## config.mk

```make
export PLATFORM = sky130hd
export DESIGN_NAME = rtr_lar_pipe
export DESIGN_NICKNAME = d
export VERILOG_FILES = /design/src/rtl/rtr_lar_pipe.sv
export SDC_FILE = /design/constraint.sdc
export NUM_CORES = 1
export LEC_CHECK = 0
export BUFFER_PORTS_ARGS = -buffer_cell sky130_fd_sc_hd__buf_4
export CORE_MARGIN = 2
export CORE_UTILIZATION = 55
export DETAILED_ROUTE_END_ITERATION = 7
export HOLD_SLACK_MARGIN = 0.08
export PLACE_DENSITY = 0.81
export SLEW_MARGIN = 20
export SYNTH_ARGS = -nofsm -noshare
export SYNTH_HDL_FRONTEND = slang
export SYNTH_SLANG_ARGS = --single-unit
```

## constraint.sdc

```tcl
create_clock -name clk -period 5.8 [get_ports clk]
set_input_delay 0.29 -clock clk [delete_from_list [all_inputs] [get_ports clk]]
set_output_delay 0.29 -clock clk [all_outputs]
set_load 0.01 [all_outputs]
```

## src/rtl/rtr_lar_pipe.sv

```systemverilog
// Lookahead routing stage for a phased dimension-order mesh router, followed by a
// two-entry (output + skid) elastic buffer. Define RTR_LAR_PIPE_CHECK_EN to add the
// packet framing checker that drives error.
// Layout: dimension d of an address sits at [d*dim_addr_width +: dim_addr_width];
// dest_info holds class c at [c*router_addr_width +: router_addr_width], node address on top.
module rtr_lar_pipe #(
  parameter int num_resource_classes = 2,
  parameter int num_routers_per_dim  = 4,
  parameter int num_dimensions       = 2,
  parameter int num_nodes_per_router = 1,
  localparam int dim_addr_width    = $clog2(num_routers_per_dim),
  localparam int router_addr_width = num_dimensions * dim_addr_width,
  localparam int node_addr_width   = $clog2(num_nodes_per_router),
  localparam int num_ports         = 2 * num_dimensions + num_nodes_per_router,
  localparam int dest_info_width   = num_resource_classes * router_addr_width + node_addr_width,
  localparam int lar_info_width    = $clog2(num_ports) + $clog2(num_resource_classes)
) (
  input  logic                         clk,
  input  logic                         reset,
  input  logic [router_addr_width-1:0] router_address,
  input  logic                         in_valid,
  output logic                         in_ready,
  input  logic                         in_head,
  input  logic                         in_tail,
  input  logic [dest_info_width-1:0]   in_dest_info,
  input  logic [lar_info_width-1:0]    in_lar_info,
  output logic                         out_valid,
  input  logic                         out_ready,
  output logic                         out_head,
  output logic                         out_tail,
  output logic [dest_info_width-1:0]   out_dest_info,
  output logic [lar_info_width-1:0]    out_lar_info,
  output logic                         error
);

  localparam int port_width      = $clog2(num_ports);
  localparam int rc_width        = $clog2(num_resource_classes);
  localparam int node_width_safe = (node_addr_width > 0) ? node_addr_width : 1;

  typedef logic [port_width-1:0]        port_t;
  typedef logic [rc_width-1:0]          rc_t;
  typedef logic [router_addr_width-1:0] addr_t;
  typedef logic [dim_addr_width-1:0]    dim_t;

  typedef struct packed {
    logic                       head;
    logic                       tail;
    logic [dest_info_width-1:0] dest;
    logic [lar_info_width-1:0]  lar;
  } flit_t;

  function automatic addr_t class_dest(input logic [dest_info_width-1:0] info, input rc_t rc);
    class_dest = '0;
    for (int c = 0; c < num_resource_classes; c++) begin
      if (rc == rc_t'(c))
        class_dest = info[c*router_addr_width +: router_addr_width];
    end
  endfunction

  logic [node_width_safe-1:0] node_addr;

  generate
    if (node_addr_width > 0) begin : g_node
      assign node_addr = in_dest_info[dest_info_width-1 -: node_addr_width];
    end else begin : g_no_node
      assign node_addr = '0;
    end
  endgenerate

  // ---- p0: next-hop address and lookahead route of the incoming flit ----
  port_t                     route_in;
  port_t                     route_p0;
  rc_t                       rc_in;
  rc_t                       rc_p0;
  addr_t                     next_addr;
  addr_t                     dest_p0;
  logic                      found;
  logic [lar_info_width-1:0] lar_p0;

  always_comb begin
    route_in  = in_lar_info[lar_info_width-1 -: port_width];
    rc_in     = in_lar_info[rc_width-1:0];
    next_addr = router_address;
    for (int d = 0; d < num_dimensions; d++) begin
      if (route_in == port_t'(2*d))
        next_addr[d*dim_addr_width +: dim_addr_width] =
          router_address[d*dim_addr_width +: dim_addr_width] - dim_t'(1);
      else if (route_in == port_t'(2*d+1))
        next_addr[d*dim_addr_width +: dim_addr_width] =
          router_address[d*dim_addr_width +: dim_addr_width] + dim_t'(1);
    end

    // Reaching an intermediate class destination moves the flit to the next phase.
    rc_p0   = rc_in;
    dest_p0 = class_dest(in_dest_info, rc_in);
    if (next_addr == dest_p0 && rc_in < rc_t'(num_resource_classes-1)) begin
      rc_p0   = rc_in + rc_t'(1);
      dest_p0 = class_dest(in_dest_info, rc_p0);
    end

    route_p0 = port_t'(2*num_dimensions) + port_t'(node_addr);
    found    = 1'b0;
    for (int d = 0; d < num_dimensions; d++) begin
      if (!found && next_addr[d*dim_addr_width +: dim_addr_width] !=
                    dest_p0[d*dim_addr_width +: dim_addr_width]) begin
        found    = 1'b1;
        route_p0 = port_t'(2*d) + port_t'(dest_p0[d*dim_addr_width +: dim_addr_width] >
                                           next_addr[d*dim_addr_width +: dim_addr_width]);
      end
    end

    lar_p0 = in_head ? {route_p0, rc_p0} : in_lar_info;
  end

  // ---- p1: output register with skid register behind it ----
  flit_t in_flit;
  flit_t flit_p1;
  flit_t skid_p1;
  logic  vld_p1;
  logic  skid_vld_p1;
  logic  rdy_p1;
  logic  accept;
  logic  drain;
  logic  load_out;

  assign in_flit  = {in_head, in_tail, in_dest_info, lar_p0};
  assign accept   = in_valid & rdy_p1;
  assign drain    = vld_p1 & out_ready;
  assign load_out = ~vld_p1 | drain;

  always_ff @(posedge clk) begin
    if (reset) begin
      vld_p1      <= 1'b0;
      skid_vld_p1 <= 1'b0;
      rdy_p1      <= 1'b0;
      flit_p1     <= '0;
      skid_p1     <= '0;
    end else if (skid_vld_p1) begin
      // in_ready is low here, so nothing new can arrive while the skid drains.
      if (load_out) begin
        flit_p1     <= skid_p1;
        vld_p1      <= 1'b1;
        skid_vld_p1 <= 1'b0;
      end
      rdy_p1 <= load_out;
    end else if (accept) begin
      if (load_out) begin
        flit_p1 <= in_flit;
        vld_p1  <= 1'b1;
        rdy_p1  <= 1'b1;
      end else begin
        skid_p1     <= in_flit;
        skid_vld_p1 <= 1'b1;
        rdy_p1      <= 1'b0;
      end
    end else begin
      if (drain)
        vld_p1 <= 1'b0;
      rdy_p1 <= 1'b1;
    end
  end

  assign in_ready      = rdy_p1;
  assign out_valid     = vld_p1;
  assign out_head      = flit_p1.head;
  assign out_tail      = flit_p1.tail;
  assign out_dest_info = flit_p1.dest;
  assign out_lar_info  = flit_p1.lar;

`ifdef RTR_LAR_PIPE_CHECK_EN
  typedef enum logic {IDLE, PKT} frame_state_t;

  frame_state_t state;
  frame_state_t state_next;
  logic         err_next;
  logic         err_p1;

  always_ff @(posedge clk) begin
    if (reset) begin
      state  <= IDLE;
      err_p1 <= 1'b0;
    end else begin
      state  <= state_next;
      err_p1 <= err_next;
    end
  end

  // A head inside a packet is flagged, then treated as the start of a new packet.
  always_comb begin
    state_next = state;
    err_next   = 1'b0;
    if (accept) begin
      case (state)
        IDLE: begin
          if (in_head)
            state_next = in_tail ? IDLE : PKT;
          else
            err_next = 1'b1;
        end
        PKT: begin
          if (in_head) begin
            err_next   = 1'b1;
            state_next = in_tail ? IDLE : PKT;
          end else if (in_tail) begin
            state_next = IDLE;
          end
        end
      endcase
    end
  end

  assign error = err_p1;
`else
  assign error = 1'b0;
`endif

endmodule
```

# == After elaboration in Yosys (flattened, before gate mapping) ==
# Index checks and enable logic that the tools add are counted.
# W data, S select, Z words.
# op_classes
n_mux,26
order_cmp,3
bitwise_logic,6
eq_ne,6
reduce_logical,8
add_sub_neg,6
# op_table
op,count
$mux W14,4
$mux W4,4
$mux W1,12
$mux W2,4
$eq A3 B2 Y1 const B,2
$mux W3,2
$add A2 B1 Y2 const B,2
$eq A4 B4 Y1,1
$gt A2 B2 Y1,2
$ne A2 B2 Y1,2
$sub A2 B1 Y2 const B,2
$add A2 B1 Y3 const A,1
$eq A3 B1 Y1 const B,1
$logic_not A3 Y1,1
$not A1 Y1,3
$reduce_and A3 Y1,1
$reduce_bool A3 Y1,1
$and A1 B1 Y1,2
$logic_and A1 B1 Y1,2
$reduce_and A2 Y1,1
$reduce_bool A2 Y1,1
$add A1 B1 Y1 const B,1
$logic_not A1 Y1,1
$lt A1 B1 Y1 const B,1
$or A1 B1 Y1,1
# totals
register_bits,31
output_inout_bits,17
wordCells,66
input_bits,22

# == Depth between registers and ports, before layout ==
# Gate-level depths: netlist of run 1.
# depth
word_depth,15
depth_mapped,12

# == Worst setup path before layout of run 1 ==
# Ideal clock, no wire load.
# synth_timing
path_kind,input port to flip-flop
from,in in_lar_info[0]
to,reg flit_p1 (netlist bit out_lar_info[1])
required_time_ps,5699
arrival_ps,2678
path_stages,11
n_path_buf,1
path_slack_ps,3021
setup_time_ps,101
cell_sequence,buf_4 > mux2_2 > xnor3_1 > a31oi_4 > mux2_4 > ha_1 > nor2b_1 > o21ai_0 > a311oi_1 > nor3_1 > o41ai_1
# synth_via
elab_chain_len,13
elab_cells_between_ends,21
cone_classes,add/sub (2); order compare (3); eq/ne (3); mux (10); reduce/logical (3)
# synth_rtl
element,line_no,text
start: declaration,26,"input logic [lar_info_width-1:0] in_lar_info,"
$mux W4,55,if (rc == rc_t'(c))
$eq A4 B4 Y1,96,if (next_addr == dest_p0 && rc_in < rc_t'(num_resource_classes-1)) begin
$logic_and A1 B1 Y1,96,
$mux W4 *,96,
"parallel branches: the longest is 4 deep, another holds $add A2 B1 Y3",--,
$mux W3 *,104,if (!found && next_addr[d*dim_addr_width +: dim_addr_width] !=
$mux W4 *,112,"lar_p0 = in_head ? {route_p0, rc_p0} : in_lar_info;"
$mux W14 *,147,if (load_out) begin
$mux W14 *,146,end else if (accept) begin
$mux W14 *,138,end else if (skid_vld_p1) begin
end signal: assignment,141,flit_p1 <= skid_p1;
end signal: assignment,148,flit_p1 <= in_flit;
end: declaration,117,flit_t flit_p1;
# Every way passes the cells marked *. The select of a mux whose other input is x is not followed.
# A chain may end at the register's enable or synchronous reset.

# == Final worst setup path of run 1 ==
# layout_timing
from,in in_lar_info[3]
to,reg flit_p1 (netlist bit out_lar_info[1])
# layout_via
elab_chain_len,15
elab_cells_between_ends,25
cone_classes,add/sub (1); order compare (2); eq/ne (6); mux (12); reduce/logical (4)
# layout_rtl
element,line_no
"parallel branches: the longest is 10 deep, another holds $add A2 B1 Y3",--
$mux W3 *,104
$mux W4 *,112
$mux W14 *,147
$mux W14 *,146
$mux W14 *,138
# Marked as above.

==> impl_summary.md, run 1 <==
Cells and area
The share of the core filled with cells in the final layout is 0.7132. The final layout net count is 244. Leaving out fill and tap cells, the most frequent cells in the layout are sky130_fd_sc_hd__buf_4 (39), sky130_fd_sc_hd__dfxtp_1 (31), sky130_fd_sc_hd__nand2_1 (28). Leaving out fill and tap cells, the most frequent cell in the layout is sky130_fd_sc_hd__buf_4. The number of antenna diodes in the final layout is 0.

Leaving out filler cells and counting taps, the final layout contains 250. In the final layout, the share of cells above drive strength 1 is 0.2511. The area of all placed cells without fillers is 2001 µm². From synthesis to final layout, the design area changed by 20.86%.

Die
The floorplan has 19 rows. In this run the count of I/O pins placed on the die edge is 39. In this run the vertical extent of the chip is ~59 µm. For this configuration, the core starts out at a cell density of 0.5901. The die covers 3465 µm².

The core region is 2805 µm². The die is a little under 60 µm wide.

STA
The setup-violating endpoint count in the final report is 0. The final hold slack is 220.3 ps. The max-slew violation count came to 0. Dividing the final minimum period by the clock period gives 0.4745. The setup total negative slack is 0 ps. Headroom to the max-slew limit came out at 0.4007.

The worst clock skew on the final layout is between 4 and 5 ps. The maximum operating frequency is between 300 and 400 MHz. The slew of the pin with the lowest slew margin is around 900 ps.

Setup repair after global routing left no endpoint under its margin. The post-layout minimum cycle time is 2752 ps. The final hold violation count came to 0.

Setup path
At the worst endpoint, the arrival time is about 3000 ps. The sort of element at the start of the critical path is a primary input. The destination of the worst register-to-register timing path is out_dest_info[0]. Counting cells, the worst reg-to-reg path comes to 5. The signal on the critical path passes through buf_4 -> nor2_2 -> nand2_2 -> xnor3_1 -> a31oi_4 -> mux2_4 -> ha_1 -> nor2b_1 -> o21ai_0 -> a311oi_1 -> nor3_1 -> o41ai_1. The critical path endpoint category is a flop. Across all register-to-register paths, the minimum setup slack is about 3700 ps. The slowest stage of the critical path belongs to the cell sky130_fd_sc_hd__xnor3_1. The worst register-to-register path begins at skid_vld_p1. At the worst endpoint, the required time is between 6000 and 7000 ps.

The critical setup path kind is primary input to flop. The largest fanout on the critical path is 4. The largest single stage delay on the critical path is 400 ps.

Clock network
The H-tree depth is 2. The insertion delay to the later sink of the worst-skew pair is 330 ps. The number of buffers inserted to repair setup after CTS is 0.

The clock net in this run drives a total of 31 sinks. TritonCTS built the clock tree. The clock transition at the registers of the reported paths is about 90 ps. The tree is rooted in a sky130_fd_sc_hd__clkbuf_4.

The buffer depth of the longest clock path is 2. The post-cts resize count is 0. The total CTS buffers is 5. Hold repair after CTS inserted 0 buffers.

Route
The first-iteration detailed-routing DRC count is 55. The pre-antenna-repair detailed-routing pass consisted of 6 iterations. In the routed layout, each cell is associated on average with a via count of between 5 and 6.

The total wirelength of the detailed-routed design is about 3700 µm. Dividing the detail-routed wire length by the instance count gives approximately 15 µm. The routed layout has ~1400 vias. The final antenna-violating net count is 0.

The post-detailed-route DRC marker count is 3.

Worst hold path
The worst hold path was traced through 3 stages. For hold timing, the worst endpoint is skid_p1[12]. The worst hold path startpoint is in_tail.

The worst min-delay path class is primary input to flop.

Global route
For met1 alone, demand over resource in global routing was 0.2572. The via count of the first global-routing pass is 1404. The total congestion overflow is 0.

The number of antenna violations at the first check in global routing was 0. In this run the most used layer during global routing was met2. For met2 alone, demand over resource in global routing was 0.4365. For met3 alone, demand over resource in global routing was 0.07473. The overall routing resource usage is 0.2405.

The largest net degree at the start of global routing is 33. The global-route wire length before repair is ~6300 µm.

Yosys
The post-synthesis cell type count is 35. Dividing the synthesized area by the synthesized cell count gives approximately 9 µm². The fraction of the yosys area taken by sequential cells is 0.3749. By area, the combinational part of the netlist is dominated by simple AND/OR/NAND/NOR gates.

The netlist area before placement is about 1700 µm². The adder and majority gate portion of the synthesized area is 0.03023. Synthesis produced a netlist with a net count of between 200 and 250.

The complex-gate fraction of the synthesized area is 0.1497. The largest area contributor in the synthesized netlist is sky130_fd_sc_hd__dfxtp_1. Of the total synthesized cell area, the portion taken by AND, OR, NAND and NOR gates is 0.1988. The multiplexer share of the synthesized area is 0.1224. The synthesized flop and latch total is 31. In the post-synthesis netlist, the biggest area contributors are sky130_fd_sc_hd__dfxtp_1 (37%), sky130_fd_sc_hd__mux2i_1 (9.1%), sky130_fd_sc_hd__a211oi_1 (6.3%). The share of synthesized area in the top cell type comes to 0.3749. During synthesis, Yosys emitted a total of 0 warnings. Of the total synthesized cell area, the portion taken by XOR and XNOR cells is 0.08617.

Synthesis handed over a netlist of 184 instances.

Placement
The placed instance area is 1932 µm². The half-perimeter wire length after detailed placement is 2708 µm. The placer's final routability congestion estimate is 0.8529. The port buffer count is 37.

Counting tap cells, the placed design contains a total of 242 instances.

Power
The share of power burned in the clock network is 0.303. For this design the static power due to leakage is roughly 0.81 nW. The share of total power dissipated in sequential elements is 0.479. The power dissipated by switching net loads is roughly 130 µW.

Of the total power, combinational logic draws 0.219. The power per unit of standard cell area is roughly 240 nW/µm². The worst-case vdd ir drop is 0.1667 mV. The internal power consumption is ~340 µW. The switching share of power is 0.2715.

Run
Across the run, the number of max-cap violations was 0.

Run status
The run finished, with violations left. The final reports fail on DRC.
[flip-flops by register name, summed over array words and instances, names as in the netlist]
signal / count
in_ready: 1
skid_vld_p1: 1
skid_p1: 14
out_dest_info: 8
out_lar_info: 4
out_valid: 1
out_head: 1
out_tail: 1
[layout make-up]
class	instances	area, µm²
multi-input combinational	140	975.9
fill	226	804.5
sequential	31	620.6
timing repair buffer	39	292.8
clock buffer	8	68.82
tap	31	38.79
inverter	1	3.754
[through the flow]
stage	worst slack, ps	power (mW)
6_report	3048	0.4734
5_1_grt	2763	0.4975
4_1_cts	3050	0.4747
3_5_place_dp	2720	0.3352
3_3_place_gp	2815	0.3307
2_1_floorplan	3021	0.2977
[worst max path at each step]
stage	slack, ps	from	cells after the start	end
floorplan	3020	in_lar_info[0]	11	out_lar_info[1]
global placement	2810	in_lar_info[3]	12	out_lar_info[1]
detailed placement	2720	in_lar_info[3]	12	out_lar_info[1]
CTS	3050	in_lar_info[3]	12	out_lar_info[1]
global route	2760	in_lar_info[3]	12	out_lar_info[1]
finish	3050	in_lar_info[3]	12	out_lar_info[1]
[cell usage after synthesis, drive strengths merged]
cell     n
nor2    20
buf      5
nor2b    5
nand3b   2
conb     1
nor3     6
or3      1
o41ai    1
xor2     3
clkbuf   7
mux2     4
a311oi   1
mux2i   15
dfxtp   31
a31oi    1
o21ai    4
nand2b   4
a21oi   15
nand2   29
nand4    1
and4     1
xnor3    4
a211oi  14
xnor2    3
inv      1
ha       4
a41oi    1
[metal layers]
layer  up-vias  wire length, µm  share of wire
met5         -                0              0
met4         0               71          0.019
met3         8              156          0.043
met2        28             1909           0.52
met1       647             1520           0.42
li1        709                -              -
[cells by family after synthesis]
kind of cell | count (synthesis)
simple gates | 69
compound gates | 37
flops | 31
mux | 19
buf+inv | 13
xor+xnor | 10
fa+ha+maj | 4
other cells | 1
[critical path: cells and delay by family]
| family | cells | cell delay [ps] |
|---|---|---|
| compound gates | 4 | 1030 |
| xor+xnor | 1 | 400 |
| fa+ha+maj | 1 | 300 |
| buf+inv | 1 | 120 |
| mux | 1 | 320 |
| simple gates | 4 | 510 |
[power by group through the flow]
stage / combinational [mW] / sequential, mW / clock (mW)
2_1_floorplan: 0.0636 / 0.234 / 0
3_3_place_gp: 0.0999 / 0.231 / 0
3_5_place_dp: 0.104 / 0.231 / 0
4_1_cts: 0.104 / 0.227 / 0.144
5_1_grt: 0.115 / 0.228 / 0.155
6_report: 0.104 / 0.227 / 0.143
No activity file was read; power rests on OpenSTA's default activity.
==> inputs of run 2 (changes only) <==
- ABC_AREA: default -> 1
- CORE_UTILIZATION: 55 -> 53
- PLACE_DENSITY: 0.81 -> 0.79
- clock period: 5.8 -> 2.9 ns (I/O delays scaled with it)
==> run 2 against run 1 <==
  * The flow now finishes without violations
  * Area after synthesis up 0.83%
  * Critical path depth up 8
  * Sequential power up 100%
  * Via count up 22%
  * Register-to-register slack worse by 2500 ps
  * Synthesized cell count up 34%
  * Combinational power up 92%
  * Design area up 2.4%
  * Clock-buffer cell count down 2
  * Utilization down 3.6 points
  * Die area up 4.3%
  * Worst hold slack worse by 130 ps
  * Largest cell class unchanged
==> impl_summary.md, run 2 <==
Cells and area
The number of antenna diodes is 0. The layout filler cell count is 279. The commonest non-fill, non-tap cell in the layout is sky130_fd_sc_hd__nand2_1. The fraction of layout cells with a size suffix above 1 is 0.2105. More flip-flops sit in one register than any other, and that register is skid_p1. The relative area change from synthesis to final layout is 22.79%. The register with the most flip-flops in the layout has 14 of them. The library cells used most frequently in the layout, excluding fill and tap cells, are sky130_fd_sc_hd__nand2_1 (62), sky130_fd_sc_hd__buf_4 (39), sky130_fd_sc_hd__dfxtp_1 (31). For this run, the share of the core covered by cells in the final layout is 0.6769. The post-layout instance count excluding filler cells is about 330. After the last flow step, the layout net total stands at roughly 310.

Clock network
The CTS root buffer is sky130_fd_sc_hd__clkbuf_4. TritonCTS created 5 clock buffers. Clock tree synthesis found a total of 31 sinks. The clock tree from TritonCTS is built.

The H-tree was split into 2 levels. The insertion delay to the later sink of the worst-skew pair is roughly 330 ps. The number of setup buffers added after CTS is 0. The clock passes through at most 2 buffers.

The clock transition at the registers of the reported paths is 100 ps.

Yosys
The synthesized flop and latch total is 31. Of the post-synthesis cell area, the dominant cell type holds 0.3718. The biggest area contributor in the post-synthesis netlist is sky130_fd_sc_hd__dfxtp_1. The fraction of the yosys area taken by sequential cells is 0.3718. The netlist uses 27 different library cells. The share of flip-flops with an asynchronous set or reset is 0.

The leading cell type by number of instances after synthesis is sky130_fd_sc_hd__nand2_1. The Yosys step of the flow raised 0 warnings. Synthesis produced a netlist with a net count of 273.

Averaged over all synthesized cells, the footprint is 6.757 µm². In the synthesized netlist, the number of instances is around 250. After synthesis, the cell types taking the most area are sky130_fd_sc_hd__dfxtp_1 (37%), sky130_fd_sc_hd__nand2_1 (14%), sky130_fd_sc_hd__o21ai_0 (8.7%).

By count the netlist is led by sky130_fd_sc_hd__nand2_1 (62), sky130_fd_sc_hd__dfxtp_1 (31), sky130_fd_sc_hd__o21ai_0 (29). Yosys mapped a number of flops with a built-in enable equal to 0. The netlist area before placement is 1669 µm². The primary flip-flop cell chosen by synthesis mapping is sky130_fd_sc_hd__dfxtp_1.

Setup path
Counting stages on the worst path, the most repeated cell is sky130_fd_sc_hd__nand2_1. The category of cells accounting for the largest share of critical-path delay is buffers and inverters. On the worst path, the slowest cell contributes a delay of between 500 and 600 ps. The largest individual stage delay along the critical path comes from the cell sky130_fd_sc_hd__dlygate4sd3_1. The worst setup path is launched from a primary input. The critical path goes through dlygate4sd3_1 -> buf_4 -> inv_1 -> o21ai_1 -> inv_1 -> nand2_1 -> nand2_1 -> nor2_4 -> nand4_4 -> nand2_1 -> o21ai_1 -> ha_1 -> nand2_1 -> inv_1 -> nand2_1 -> o22ai_1 -> nand2_1 -> o21ai_0 -> nand2_1 -> a21oi_1. The critical path is of the primary input to flop type. The critical path endpoint category is a flop. In this run the worst path has a maximum fanout of 8.

Data on the critical path is required at its endpoint by ~3200 ps. The buffer and inverter count on the worst path is 5. The critical path arrival is 2680 ps.

STA
Setup repair after global routing left no endpoint under its margin. The post-layout minimum cycle time is approximately 2400 ps. The worst pin sits at a relative slew slack of 0.5829. The max-slew violation count came to 0. The final hold slack is 85.96 ps. The final hold violation count is 0. The maximum operating frequency is between 400 and 500 MHz.

The setup-violating endpoint count in the final report is 0. The setup total negative slack is 0 ps. At the pin with the least slew margin, the transition time is about 620 ps.

The worst clock skew on the final layout is roughly 9.5 ps. The post-route worst setup slack is around 490 ps. The part of the cycle the worst path needs is 0.8323.

Route
The number of search-and-repair iterations in the first detailed-routing pass is 5. After detailed routing, the total wire length is 3837 µm. In the routed design, unresolved DRC markers number 0.

The first-iteration detailed-routing DRC count is 48. The vias after detailed routing is roughly 1700. In the final routed layout, each cell accounts on average for around 12 µm.

The final antenna-violating net count is 0. The via count normalized by instance count is a little over 5.

Power
The analysis attributes to net switching a power of 272.3 µW. The power per unit of standard cell area is around 450 nW/µm². The sequential share of power is 0.496. The worst-case vdd ir drop is around 0.31 mV. The switching share of power is 0.2972.

For this design the static power due to leakage is roughly 1 nW. Of the total power, the clock network draws 0.286. The relative contribution of combinational cells to total power is 0.219. The internal power consumption is 643.8 µW.

Placement
The post-placement worst setup slack is roughly 660 ps. The half-perimeter wire length after detailed placement is around 2800 µm. Port buffering added 37 buffers. The placer's final routability congestion estimate is about 0.86.

The post-placement cell count is around 320.

Run
The number of maximum-capacitance constraint violations is 0.

Global route
The number of antenna violations at the first check in global routing is 0. The total overflow left after global routing is 0. The overall routing resource usage is 0.2297. The via count of the first global-routing pass is about 1500.

The largest net degree at the start of global routing is 28. The global-route wire length before repair is roughly 6300 µm.

Die
The floorplan step set the die width to about 60 µm. The number of standard-cell rows in the floorplan is 20. The initial core utilization is 0.5512. The floorplan step set the die height to 60.12 µm. The total area inside the core boundary comes to just over 3000 µm². The total I/O pin count is 39. The floorplan step defined a die boundary enclosing 3614 µm².

Run status
The run finished with clean final reports.

Worst hold path
The path class of the tightest hold or removal check is primary input to flop.
run 2: cell count changes after synthesis, sizes merged, moves of 11 or more:
cell	delta
a211oi	-14
inv	+30
mux2i	-15
nand2	+36
nand3	+11
o21ai	+30
run 2: path summary, 6_finish.rpt:
kind | start | cells after the start | endpoint | slack, ps
worst max register to register | out_valid | 7 | skid_p1[7] | 1260
worst min-delay path | in_dest_info[3] | 3 | skid_p1[7] | 90
worst min register to register | skid_p1[6] | 2 | out_dest_info[2] | 480
worst max-delay path | in_dest_info[0] | 20 | out_lar_info[1] | 490
run 2: cells by family (layout without fill, tap and decap cells):
logic type,count (synthesis),in the layout,share of synthesized area
flip-flops,31,31,0.3718
buffers and inverters,42,80,0.1019
AO/OA/AOI/OAI,70,70,0.2234
adder cells (fa/ha/maj),4,4,0.02999
AND/OR/NAND/NOR,99,99,0.2706
other,1,1,0.002247
run 2: worst reg2reg max path, stage by stage (launching register included):
cell and delay [ps]:
sky130_fd_sc_hd__dfxtp_1 330, sky130_fd_sc_hd__inv_1 40, sky130_fd_sc_hd__nor2_1 130, sky130_fd_sc_hd__inv_2 90
sky130_fd_sc_hd__nor3_4 490, sky130_fd_sc_hd__buf_4 280, sky130_fd_sc_hd__o21ai_0 90, sky130_fd_sc_hd__a21oi_1 140
run 2: final cells by class:
| cell class | instances | area [µm²] | share of cell area |
|---|---|---|---|
| inverter | 31 | 116.4 | 0.05678 |
| timing repair buffer | 42 | 322.8 | 0.1575 |
| multi-input combinational | 174 | 878.3 | 0.4286 |
| tap | 44 | 55.05 | 0.02686 |
| clock buffer | 6 | 51.30 | 0.02503 |
| clock inverter | 1 | 5.005 | 0.002442 |
| sequential | 31 | 620.6 | 0.3028 |
run 2: metrics by stage:
stage / instance area, µm² / power [mW]
after floorplan: 1669 / 0.5863
after global routing: 2049 / 0.9624
after global placement: 1963 / 0.6585
final: 2049 / 0.9161
after CTS: 2039 / 0.9157
after detailed placement: 1963 / 0.6605
run 2: what timing repair did:
action                                 4_1_cts  5_1_grt
endpoints found under the hold margin        5        1
hold buffers                                 2        1
gates resized for setup                      0        0
run 2: layer usage:
layer	wire length, µm	track usage
met1	1783	0.2784
met2	1849	0.4006
met3	160	0.06061
met4	44	0.05714
met5	0	0
run 2: power groups by stage:
stage | clock, mW | combinational [mW] | sequential (mW)
2_1_floorplan | 0 | 0.116 | 0.471
3_3_place_gp | 0 | 0.195 | 0.463
3_5_place_dp | 0 | 0.197 | 0.464
4_1_cts | 0.262 | 0.200 | 0.454
5_1_grt | 0.278 | 0.228 | 0.456
6_report | 0.262 | 0.200 | 0.454
